### src/rtl/b1_fe_pkg.sv
// Shared types and helpers for the B1 front-end conditioner: sample/gain widths,
// 8-bit saturation and magnitude.
package b1_fe_pkg;

  localparam int SMP_W  = 8;
  localparam int GAIN_W = 4;
  localparam int CALC_W = 32;

  function automatic logic signed [SMP_W-1:0] sat8(input logic signed [CALC_W-1:0] v);
    if (v > 32'sd127)
      return 8'sd127;
    else if (v < -32'sd128)
      return -8'sd128;
    else
      return v[SMP_W-1:0];
  endfunction

  // |-128| is 128, which still fits the unsigned 8-bit result.
  function automatic logic [SMP_W-1:0] mag8(input logic signed [SMP_W-1:0] s);
    logic [SMP_W-1:0] m;
    m = s[SMP_W-1] ? (~s + 8'd1) : s;
    return m;
  endfunction

endpackage

### src/rtl/b1_dc_rem.sv
// Stage-1 DC-offset removal with a leaky-integrator estimate, one register of latency.
// Estimator is built only when B1_FE_DCREM_EN is defined; otherwise the sample is just registered.
module b1_dc_rem
  import b1_fe_pkg::*;
#(
  parameter int ADC_WIDTH = 12,
  parameter int DC_SHIFT  = 12
) (
  input  logic                        rx_clk,
  input  logic                        rx_rst,
  input  logic signed [ADC_WIDTH-1:0] adc_i,
  input  logic                        vld_i,
  output logic signed [ADC_WIDTH-1:0] x_o,
  output logic                        vld_o
);

  logic signed [ADC_WIDTH-1:0] x_q, x_d;
  logic                        vld_q;

`ifdef B1_FE_DCREM_EN
  localparam int ACC_W = ADC_WIDTH + DC_SHIFT + 1;
  localparam int DIF_W = ADC_WIDTH + 2;
  localparam logic signed [DIF_W-1:0] X_MAX = DIF_W'((1 <<< (ADC_WIDTH - 1)) - 1);
  localparam logic signed [DIF_W-1:0] X_MIN = DIF_W'(-(1 <<< (ADC_WIDTH - 1)));

  logic signed [ACC_W-1:0] acc_q, acc_d, dc_est;
  logic signed [DIF_W-1:0] diff;

  // The subtraction uses the estimate from before this sample's accumulator update.
  always_comb begin
    dc_est = acc_q >>> DC_SHIFT;
    diff   = DIF_W'(adc_i) - DIF_W'(dc_est);
    acc_d  = acc_q;
    x_d    = x_q;
    if (vld_i) begin
      acc_d = acc_q + ACC_W'(adc_i) - dc_est;
      if (diff > X_MAX)
        x_d = X_MAX[ADC_WIDTH-1:0];
      else if (diff < X_MIN)
        x_d = X_MIN[ADC_WIDTH-1:0];
      else
        x_d = diff[ADC_WIDTH-1:0];
    end
  end

  always_ff @(posedge rx_clk or negedge rx_rst) begin
    if (!rx_rst) acc_q <= '0;
    else         acc_q <= acc_d;
  end
`else
  always_comb begin
    x_d = vld_i ? adc_i : x_q;
  end
`endif

  always_ff @(posedge rx_clk or negedge rx_rst) begin
    if (!rx_rst) begin
      x_q   <= '0;
      vld_q <= 1'b0;
    end else begin
      x_q   <= x_d;
      vld_q <= vld_i;
    end
  end

  assign x_o   = x_q;
  assign vld_o = vld_q;

endmodule

### src/rtl/b1_frontend_agc.sv
// B1 receive front end: DC removal (B1_FE_DCREM_EN), power-of-two gain with 8-bit
// saturation, and a windowed AGC loop with lock detection.
module b1_frontend_agc
  import b1_fe_pkg::*;
#(
  parameter int ADC_WIDTH = 12,
  parameter int WIN_LOG2  = 10,
  parameter int GAIN_MAX  = 7,
  parameter int GAIN_INIT = 3,
  parameter int MAG_THR   = 64,
  parameter int CNT_HI    = 384,
  parameter int CNT_LO    = 128,
  parameter int LOCK_WINS = 4,
  parameter int DC_SHIFT  = 12
) (
  input  logic                        rx_clk,
  input  logic                        rx_rst,
  input  logic signed [ADC_WIDTH-1:0] rx_adc,
  input  logic                        rx_adc_vld,
  input  logic                        rx_agc_hold,
  output logic signed [SMP_W-1:0]     tx_src,
  output logic                        tx_src_vld,
  output logic [GAIN_W-1:0]           tx_agc_gain,
  output logic                        tx_agc_lock
);

  localparam int HC_W = WIN_LOG2 + 1;
  localparam int LK_W = $clog2(LOCK_WINS + 1);

  logic signed [ADC_WIDTH-1:0] x_dc;
  logic                        x_vld;
  logic signed [CALC_W-1:0]    scaled;
  logic signed [SMP_W-1:0]     y;
  logic                        y_high, last_smp;
  logic [HC_W-1:0]             hcnt_sum;

  logic [WIN_LOG2-1:0]     wcnt_q, wcnt_d;
  logic [HC_W-1:0]         hcnt_q, hcnt_d;
  logic                    win_end_q, win_end_d;
  logic                    hi_q, hi_d, lo_q, lo_d;
  logic [GAIN_W-1:0]       gain_q, gain_d;
  logic [LK_W-1:0]         lock_cnt_q, lock_cnt_d;
  logic                    lock_q, lock_d;
  logic signed [SMP_W-1:0] src_q, src_d;
  logic                    src_vld_q;

  b1_dc_rem #(
    .ADC_WIDTH (ADC_WIDTH),
    .DC_SHIFT  (DC_SHIFT)
  ) u_dc_rem (
    .rx_clk (rx_clk),
    .rx_rst (rx_rst),
    .adc_i  (rx_adc),
    .vld_i  (rx_adc_vld),
    .x_o    (x_dc),
    .vld_o  (x_vld)
  );

  // Window counter runs down; terminal count 0 marks the window's last sample.
  always_comb begin
    scaled    = (CALC_W'(x_dc) <<< gain_q) >>> (ADC_WIDTH - SMP_W);
    y         = sat8(scaled);
    y_high    = mag8(y) >= SMP_W'(MAG_THR);
    last_smp  = x_vld && (wcnt_q == '0);
    hcnt_sum  = hcnt_q + HC_W'(y_high);
    wcnt_d    = x_vld ? wcnt_q - 1'b1 : wcnt_q;
    hcnt_d    = x_vld ? (last_smp ? '0 : hcnt_sum) : hcnt_q;
    win_end_d = last_smp;
    hi_d      = last_smp ? (hcnt_sum > HC_W'(CNT_HI)) : hi_q;
    lo_d      = last_smp ? (hcnt_sum < HC_W'(CNT_LO)) : lo_q;
    src_d     = x_vld ? y : src_q;
  end

  // Gain decision runs the cycle after the window closes; clamps and hold count as unchanged.
  always_comb begin
    gain_d     = gain_q;
    lock_cnt_d = lock_cnt_q;
    lock_d     = lock_q;
    if (win_end_q) begin
      if (!rx_agc_hold && hi_q && gain_q != '0)
        gain_d = gain_q - 1'b1;
      else if (!rx_agc_hold && lo_q && gain_q < GAIN_W'(GAIN_MAX))
        gain_d = gain_q + 1'b1;
      if (gain_d != gain_q) begin
        lock_cnt_d = '0;
        lock_d     = 1'b0;
      end else begin
        if (lock_cnt_q != LK_W'(LOCK_WINS))
          lock_cnt_d = lock_cnt_q + 1'b1;
        lock_d = (lock_cnt_d == LK_W'(LOCK_WINS));
      end
    end
  end

  always_ff @(posedge rx_clk or negedge rx_rst) begin
    if (!rx_rst) begin
      wcnt_q     <= '1;
      hcnt_q     <= '0;
      win_end_q  <= 1'b0;
      hi_q       <= 1'b0;
      lo_q       <= 1'b0;
      gain_q     <= GAIN_W'(GAIN_INIT);
      lock_cnt_q <= '0;
      lock_q     <= 1'b0;
      src_q      <= '0;
      src_vld_q  <= 1'b0;
    end else begin
      wcnt_q     <= wcnt_d;
      hcnt_q     <= hcnt_d;
      win_end_q  <= win_end_d;
      hi_q       <= hi_d;
      lo_q       <= lo_d;
      gain_q     <= gain_d;
      lock_cnt_q <= lock_cnt_d;
      lock_q     <= lock_d;
      src_q      <= src_d;
      src_vld_q  <= x_vld;
    end
  end

  assign tx_src      = src_q;
  assign tx_src_vld  = src_vld_q;
  assign tx_agc_gain = gain_q;
  assign tx_agc_lock = lock_q;

endmodule
### config.mk
export PLATFORM = sky130hd
export DESIGN_NAME = b1_frontend_agc
export DESIGN_NICKNAME = d
export VERILOG_FILES = /design/src/rtl/b1_fe_pkg.sv /design/src/rtl/b1_dc_rem.sv /design/src/rtl/b1_frontend_agc.sv
export SDC_FILE = /design/constraint.sdc
export NUM_CORES = 1
export LEC_CHECK = 0
export BUFFER_PORTS_ARGS = -buffer_cell sky130_fd_sc_hd__buf_2
export CAP_MARGIN = 10
export CORE_ASPECT_RATIO = 1.5
export CORE_MARGIN = 8
export CORE_UTILIZATION = 39
export DETAILED_ROUTE_END_ITERATION = 8
export GPL_ROUTABILITY_DRIVEN = 0
export PLACE_DENSITY = 0.63
export SYNTH_ARGS = -nofsm -noshare
export SYNTH_HDL_FRONTEND = slang
export SYNTH_SLANG_ARGS = --single-unit
### constraint.sdc
create_clock -name rx_clk -period 5.1 [get_ports rx_clk]
set_input_delay 0.51 -clock rx_clk [delete_from_list [all_inputs] [get_ports rx_clk]]
set_output_delay 0.51 -clock rx_clk [all_outputs]
set_load 0.05 [all_outputs]
-- Word level (Yosys, flattened, before mapping)
Index checks and enable logic that the tools add are counted.
- memory bits (read-only): 0
- logic and storage cells: 49
- RAM bits: 0
- input port bits: 16
- bits in latches: 0
- bits in registers: 54
- memories: 0
- multiply operators: 0
- bitwise gates (word level): 1
- equal/unequal tests: 3
- order comparisons: 6
- reductions and logical operators: 8
- shift operators: 1
- div/mod/pow operators: 0
- multiplexer cells: 12
- $add $sub $neg: 6
- operators by type and width (operator ; count):
    $sshl A12 B4 Y32 ; 1
    $gt A28 B8 Y1 const B ; 1
    $lt A28 B8 Y1 const B ; 1
    $mux W8 ; 3
    $mux W3 ; 4
    $mux W4 ; 3
    $add A11 B1 Y11 ; 1
    $gt A11 B9 Y1 const B ; 1
    $lt A11 B8 Y1 const B ; 1
    $mux W11 ; 1
    $logic_not A10 Y1 ; 1
    $sub A10 B1 Y10 const B ; 1
    $add A8 B1 Y8 const B ; 1
    $ge A8 B7 Y1 const B ; 1
    $not A8 Y8 ; 1
    $logic_and A1 B1 Y1 ; 5
    $add A4 B1 Y4 const B ; 1
    $lt A4 B3 Y1 const B ; 1
    $ne A4 B4 Y1 ; 1
    $reduce_bool A4 Y1 ; 1
    $sub A4 B1 Y4 const B ; 1
    $add A3 B1 Y3 const B ; 1
    $eq A3 B3 Y1 const B ; 1
    $ne A3 B3 Y1 const B ; 1
    2 further kinds ; 2

-- Depth between registers and ports, before layout
- depth in word-level cells: 11
- mapped depth: 22

-- Hierarchy
From an unflattened synthesis, not the netlist that was laid out.
- cells, all modules: 394
- area, all modules: 3812.4 µm²
- by module, submodules not included (module ; seq. area each (µm²) ; area an instance (µm²) ; cells each ; times used):
    b1_frontend_agc ; 1041.0 ; 3303.2 ; 368 ; 1
    b1_dc_rem ; 325.3 ; 509.2 ; 26 ; 1

-- Least setup slack after synthesis
No wires, ideal clock.
- path type: register to register
- from: reg gain_q[0] (netlist: tx_agc_gain[0])
- to: reg hi_q
- slack: 0.463 ns
- clock period less this slack: 4.637 ns
- setup time: 0.131 ns
- stages on the path, launching flop included: 22
- required time: 4.969 ns
- buffers on the path: 2
- arrival: 4.505 ns
- cells stage by stage: dfstp_2 buf_6 mux4_2 a21oi_1 nand4_1 o21ai_1 a31oi_1 a31oi_2 ha_1 and4_1 mux2i_1 a31oi_1 ha_1 ha_1 and3_1 and3_1 clkbuf_1 nand4_1 xnor2_1 nand3_1 a21boi_0 a21oi_1
- longest elaborated chain between the ends: 10
- elaborated cells on any way between the ends: 11
- those cells by class: 2 x add/sub; 4 x order compare; 1 x shift; 3 x mux; 1 x bitwise
- ends and longest elaborated chain (item ; line ; source):
    from (decl) ; b1_frontend_agc.sv:41 ; logic [GAIN_W-1:0] gain_q, gain_d;
    from (signal assigned) ; b1_frontend_agc.sv:102 ; gain_q <= GAIN_W'(GAIN_INIT);
    from (signal assigned) ; b1_frontend_agc.sv:113 ; gain_q <= gain_d;
    $sshl A12 B4 Y32 * ; b1_frontend_agc.sv:61 ; scaled = (CALC_W'(x_dc) <<< gain_q) >>> (ADC_WIDTH - SMP_W);
    $lt A28 B8 Y1 ; b1_fe_pkg.sv:12 ; else if (v < -32'sd128)
    $mux W8 ; b1_fe_pkg.sv:12 ;
    $mux W8 * ; b1_fe_pkg.sv:10 ; if (v > 32'sd127)
    $not A8 Y8 ; b1_fe_pkg.sv:21 ; m = s[SMP_W-1] ? (~s + 8'd1) : s;
    $add A8 B1 Y8 ; b1_fe_pkg.sv:21 ;
    $mux W8 * ; b1_fe_pkg.sv:21 ;
    $ge A8 B7 Y1 * ; b1_frontend_agc.sv:63 ; y_high = mag8(y) >= SMP_W'(MAG_THR);
    $add A11 B1 Y11 * ; b1_frontend_agc.sv:65 ; hcnt_sum = hcnt_q + HC_W'(y_high);
    $gt A11 B9 Y1 * ; b1_frontend_agc.sv:69 ; hi_d = last_smp ? (hcnt_sum > HC_W'(CNT_HI)) : hi_q;
    to (signal assigned) ; b1_frontend_agc.sv:111 ; hi_q <= hi_d;
    to (decl) ; b1_frontend_agc.sv:40 ; logic hi_q, hi_d, lo_q, lo_d;
Every way passes the cells marked *; elsewhere a longest branch is shown, timed or not.
A chain may end at the register's enable or synchronous reset.

-- Worst setup path in the final report
Same ends and word-level chain as after synthesis.

==> impl_results.md <==
- Status: complete, no violations
- Number of global-route vias before repair: roughly 2900
- Count of final hold-check violations: 0
- Pwr dens: about 340 nW/um^2
- Part of the cycle the worst path needs: between 90% and 100%
- Post-synthesis adder-cell area fraction: 2.88%
- Post-DP HPWL: 5820 um
- Largest family of logic cells by synthesized area: compound AO/OA/AOI/OAI gates
- Critical path peak fanout: 10
- Worst R2R Setup Slack: around 320 ps
- CTS tree: yes
- Type of the worst min-delay path: input pin to async pin
- Initial antenna violation count: 0
- Cells after synthesis: about 370
- Setup-failing EPs final: 0
- Fillers: 817
- Finished Layout Cells: just under 500
- Max-Cap Viols: 0
- First-pass GRT wire length: approximately 14000 um
- Yosys warning total: 0
- Largest net degree at the start of global routing: between 50 and 60
- Critical R2R Launch: tx_agc_gain[0]
- Drt drc: 0
- Total gr overflow: 0
- Max-slew violations: 0
- Synth Area per Inst: 9.54 um^2
- Synth Flop Type: dfrtp_1
- Top-Level Pins: 30
- Seq cells post-synth: between 50 and 60
- Ant diodes: 0
- Peak supply drop: between 0.15 and 0.2 mV
- H-tree levels: 2
- DR vias: 2845
- Top Family by Delay on Critical Path: compound AO/OA/AOI/OAI gates
- Fin nets: a little over 400
- Placed Cells: roughly 500
- Setup CP Type: register to register
- Root Buffer: clkbuf_16
- Worst Tran Pin Value: approximately 930 ps
- Crit path cell chain: mux4_2 -> a2111oi_4 -> a22oi_1 -> nor2_1 -> a31oi_1 -> a21oi_1 -> ha_1 -> and4_1 -> mux2i_1 -> a31oi_1 -> ha_1 -> ha_2 -> and3_1 -> and3_2 -> o21ai_0 -> and2_1 -> o21ai_0 -> a32o_1 -> a21oi_1
- WL/cell: around 16 um
- Worst setup EP type: register
- Tot Pwr: 1.31 mW
- Worst Reg-to-Reg Cells: 19
- Post-synthesis mux area share: between 10 and 15%
- Critical Path Start Type: register
- Syn nets: 389
- Clock buffer depth: 2
- Num rows: 42
- Die height: 132 um
- Critical Path RT: about 5300 ps
- Post-Synth XOR/XNOR Area: approximately 3.8%
- CTS buffer count: 5
- # port buffers: 29
- CP arrival: about 5000 ps
- Clock-pin transition on the worst setup and hold timing paths: approximately 80 ps
- M3 GR Usage: 2.79%
- Initial Util: 39.7%
- Max Freq: about 0.21 GHz
- Core area: about 9000 um^2
- Rel. slew slack: a little under two fifths
- Layout area overhead: 12.3%
- Post-route minimum period: 4780 ps
- EDFF count, synth: 0
- Simple-Gate Fraction of Synth Area: approximately 17%
- DIE AREA: roughly 12000 um^2
- Lkg Pwr: ~1.6 nW
- Post-synthesis compound-gate area fraction: between 10% and 20%
- Clock Sinks: 54
- Pre-antenna DRT Iters: 6
- Reg-to-reg endpoint: hi_q
- Routed Antenna Nets: 0
- Post-Syn Area: 3480 um^2
- Layout cells sized above 1: a little under a quarter
- Worst path slowest cell: dfstp_4
- Post-synthesis sequential area ratio: 39.3%
- Worst path bufs/invs: 0
- GR Util All Layers: 13.9%
- Initial DRC count: 108
- Clk Latency, worst-skew pair: approximately 300 ps
- Asr flop ratio synth: between 90% and 100%
- Largest stage delay, worst path: between 700 and 800 ps
- Post-synthesis cell type count: 63
- Grt met1 use: between 10% and 20%
- Die span in x: just over 90 um
- Critical path launch point: tx_agc_gain[0]
- Met2 global-route usage: between 20% and 30%
- Clock Skews: about 7.9 ps
- GRT busiest layer: met2
- Ratio of routed vias to standard cells: between 5 and 6
- Wirelength, routed: ~8000 um
-- registers in the layout, indices dropped and copies added, names as in the netlist --
name / count
tx_agc_gain: 4
tx_src_vld: 1
lock_cnt_q: 3
hi_q: 1
tx_agc_lock: 1
u_dc_rem.vld_o: 1
lo_q: 1
u_dc_rem.x_o: 12
win_end_q: 1
hcnt_q: 11
tx_src: 8
wcnt_q: 10
-- routing by layer --
| layer | vias to the layer above | wire (um) |
|---|---|---|
| met4 | 0 | 329 |
| met1 | 1376 | 3260 |
| met3 | 21 | 288 |
| li1 | 1383 | - |
| met2 | 65 | 4150 |
| met5 | - | 0 |
-- worst register-to-register path: stages (launching register included) --
cell and delay (ps):
dfstp_4 710, mux4_2 600, a2111oi_4 370, a22oi_1 140
nor2_1 160, a31oi_1 150, a21oi_1 210, ha_1 180
and4_1 180, mux2i_1 190, a31oi_1 110, ha_1 250
ha_2 210, and3_1 220, and3_2 280, o21ai_0 170
and2_1 140, o21ai_0 80, a32o_1 220, a21oi_1 150
-- repair_timing --
action	CTS	global route
setup endpoints to repair	0	4
hold buffers	0	0
buffers inserted	0	2
resized for setup	0	9
-- worst max-delay path by stage --
stage	endpoint	cells after the start
after global placement	hi_q	19
after CTS	hi_q	19
after floorplan	hi_q	21
after detailed placement	hi_q	19
after global routing	hi_q	19
final	hi_q	19
-- metrics by stage --
| step | utilization, % | hold slack [ps] | TNS, ps | setup WS, ps | area, um^2 |
|---|---|---|---|---|---|
| 4_1_cts | 43.9 | 363 | 0 | 46.2 | 3850 |
| 3_5_place_dp | 42.1 | 479 | 0 | 140 | 3700 |
| 5_1_grt | 44.6 | 402 | -11.8 | -11.8 | 3910 |
| 2_1_floorplan | - | 214 | 0 | 463 | 3480 |
| 3_3_place_gp | 42.1 | 475 | 0 | 322 | 3700 |
| 6_report | 44.6 | 337 | 0 | 318 | 3910 |
-- layout make-up --
| class | instances | area (um^2) | area share, % |
|---|---|---|---|
| multi-input combinational | 271 | 1970 | 50.3 |
| timing repair buffer | 37 | 218 | 5.57 |
| tap | 110 | 138 | 3.52 |
| clock inverter | 3 | 28.8 | 0.736 |
| inverter | 17 | 63.8 | 1.63 |
| sequential | 54 | 1370 | 35.1 |
| clock buffer | 5 | 125 | 3.20 |
-- Yosys cell counts (3+ instances only) --
cell type | n | share of area [%]
buf_2 | 7 | 1.0
nor3b_1 | 3 | 0.65
xnor2_1 | 9 | 2.3
a21oi_1 | 12 | 1.7
nor2b_1 | 5 | 0.90
o21ai_0 | 28 | 4.0
o21ai_1 | 8 | 1.2
o2bb2ai_1 | 3 | 0.75
ha_1 | 8 | 2.9
clkbuf_1 | 11 | 1.2
xor2_1 | 6 | 1.5
mux2i_1 | 11 | 3.2
o31ai_1 | 5 | 1.1
mux4_1 | 3 | 2.3
and3_1 | 7 | 1.3
nor2_1 | 15 | 1.6
a211oi_1 | 3 | 0.65
mux2_2 | 14 | 4.5
inv_1 | 16 | 1.7
nor3_1 | 10 | 1.4
a31oi_1 | 5 | 0.90
dfrtp_1 | 42 | 30
a21o_1 | 3 | 0.65
nand3_1 | 14 | 2.0
dfstp_2 | 12 | 9.1
nand4_1 | 4 | 0.72
nand2_1 | 44 | 4.7
and2_1 | 3 | 0.54
o221ai_1 | 3 | 0.75
mux4_2 | 6 | 3.9
-- power by group --
part	switching [mW]	total (mW)	internal (mW)
Clock	0.168	0.357	0.188
Sequential	0.0970	0.635	0.538
Combinational	0.181	0.319	0.139
-- cells by family after synthesis --
| family | after synthesis |
|---|---|
| xor gates and xnor gates | 15 |
| muxes | 35 |
| DFF | 54 |
| buffers and inverters | 40 |
| and+or+nand+nor | 119 |
| AOI/OAI and AO/OA | 94 |
| adders and majority gates | 8 |
-- layout by cell type, fill, tap and decap left out, drive strengths merged, types with 6 or more instances in the layout --
master  count
nand2      44
dfrtp      42
buf        37
o21ai      37
inv        18
nor2       15
nand3      14
mux2       14
mux2i      12
a21oi      12
dfstp      12
nor3       11
xnor2       9
mux4        9
ha          8
and3        7
xor2        6
a31oi       6
(Power assumes the default switching activity.)
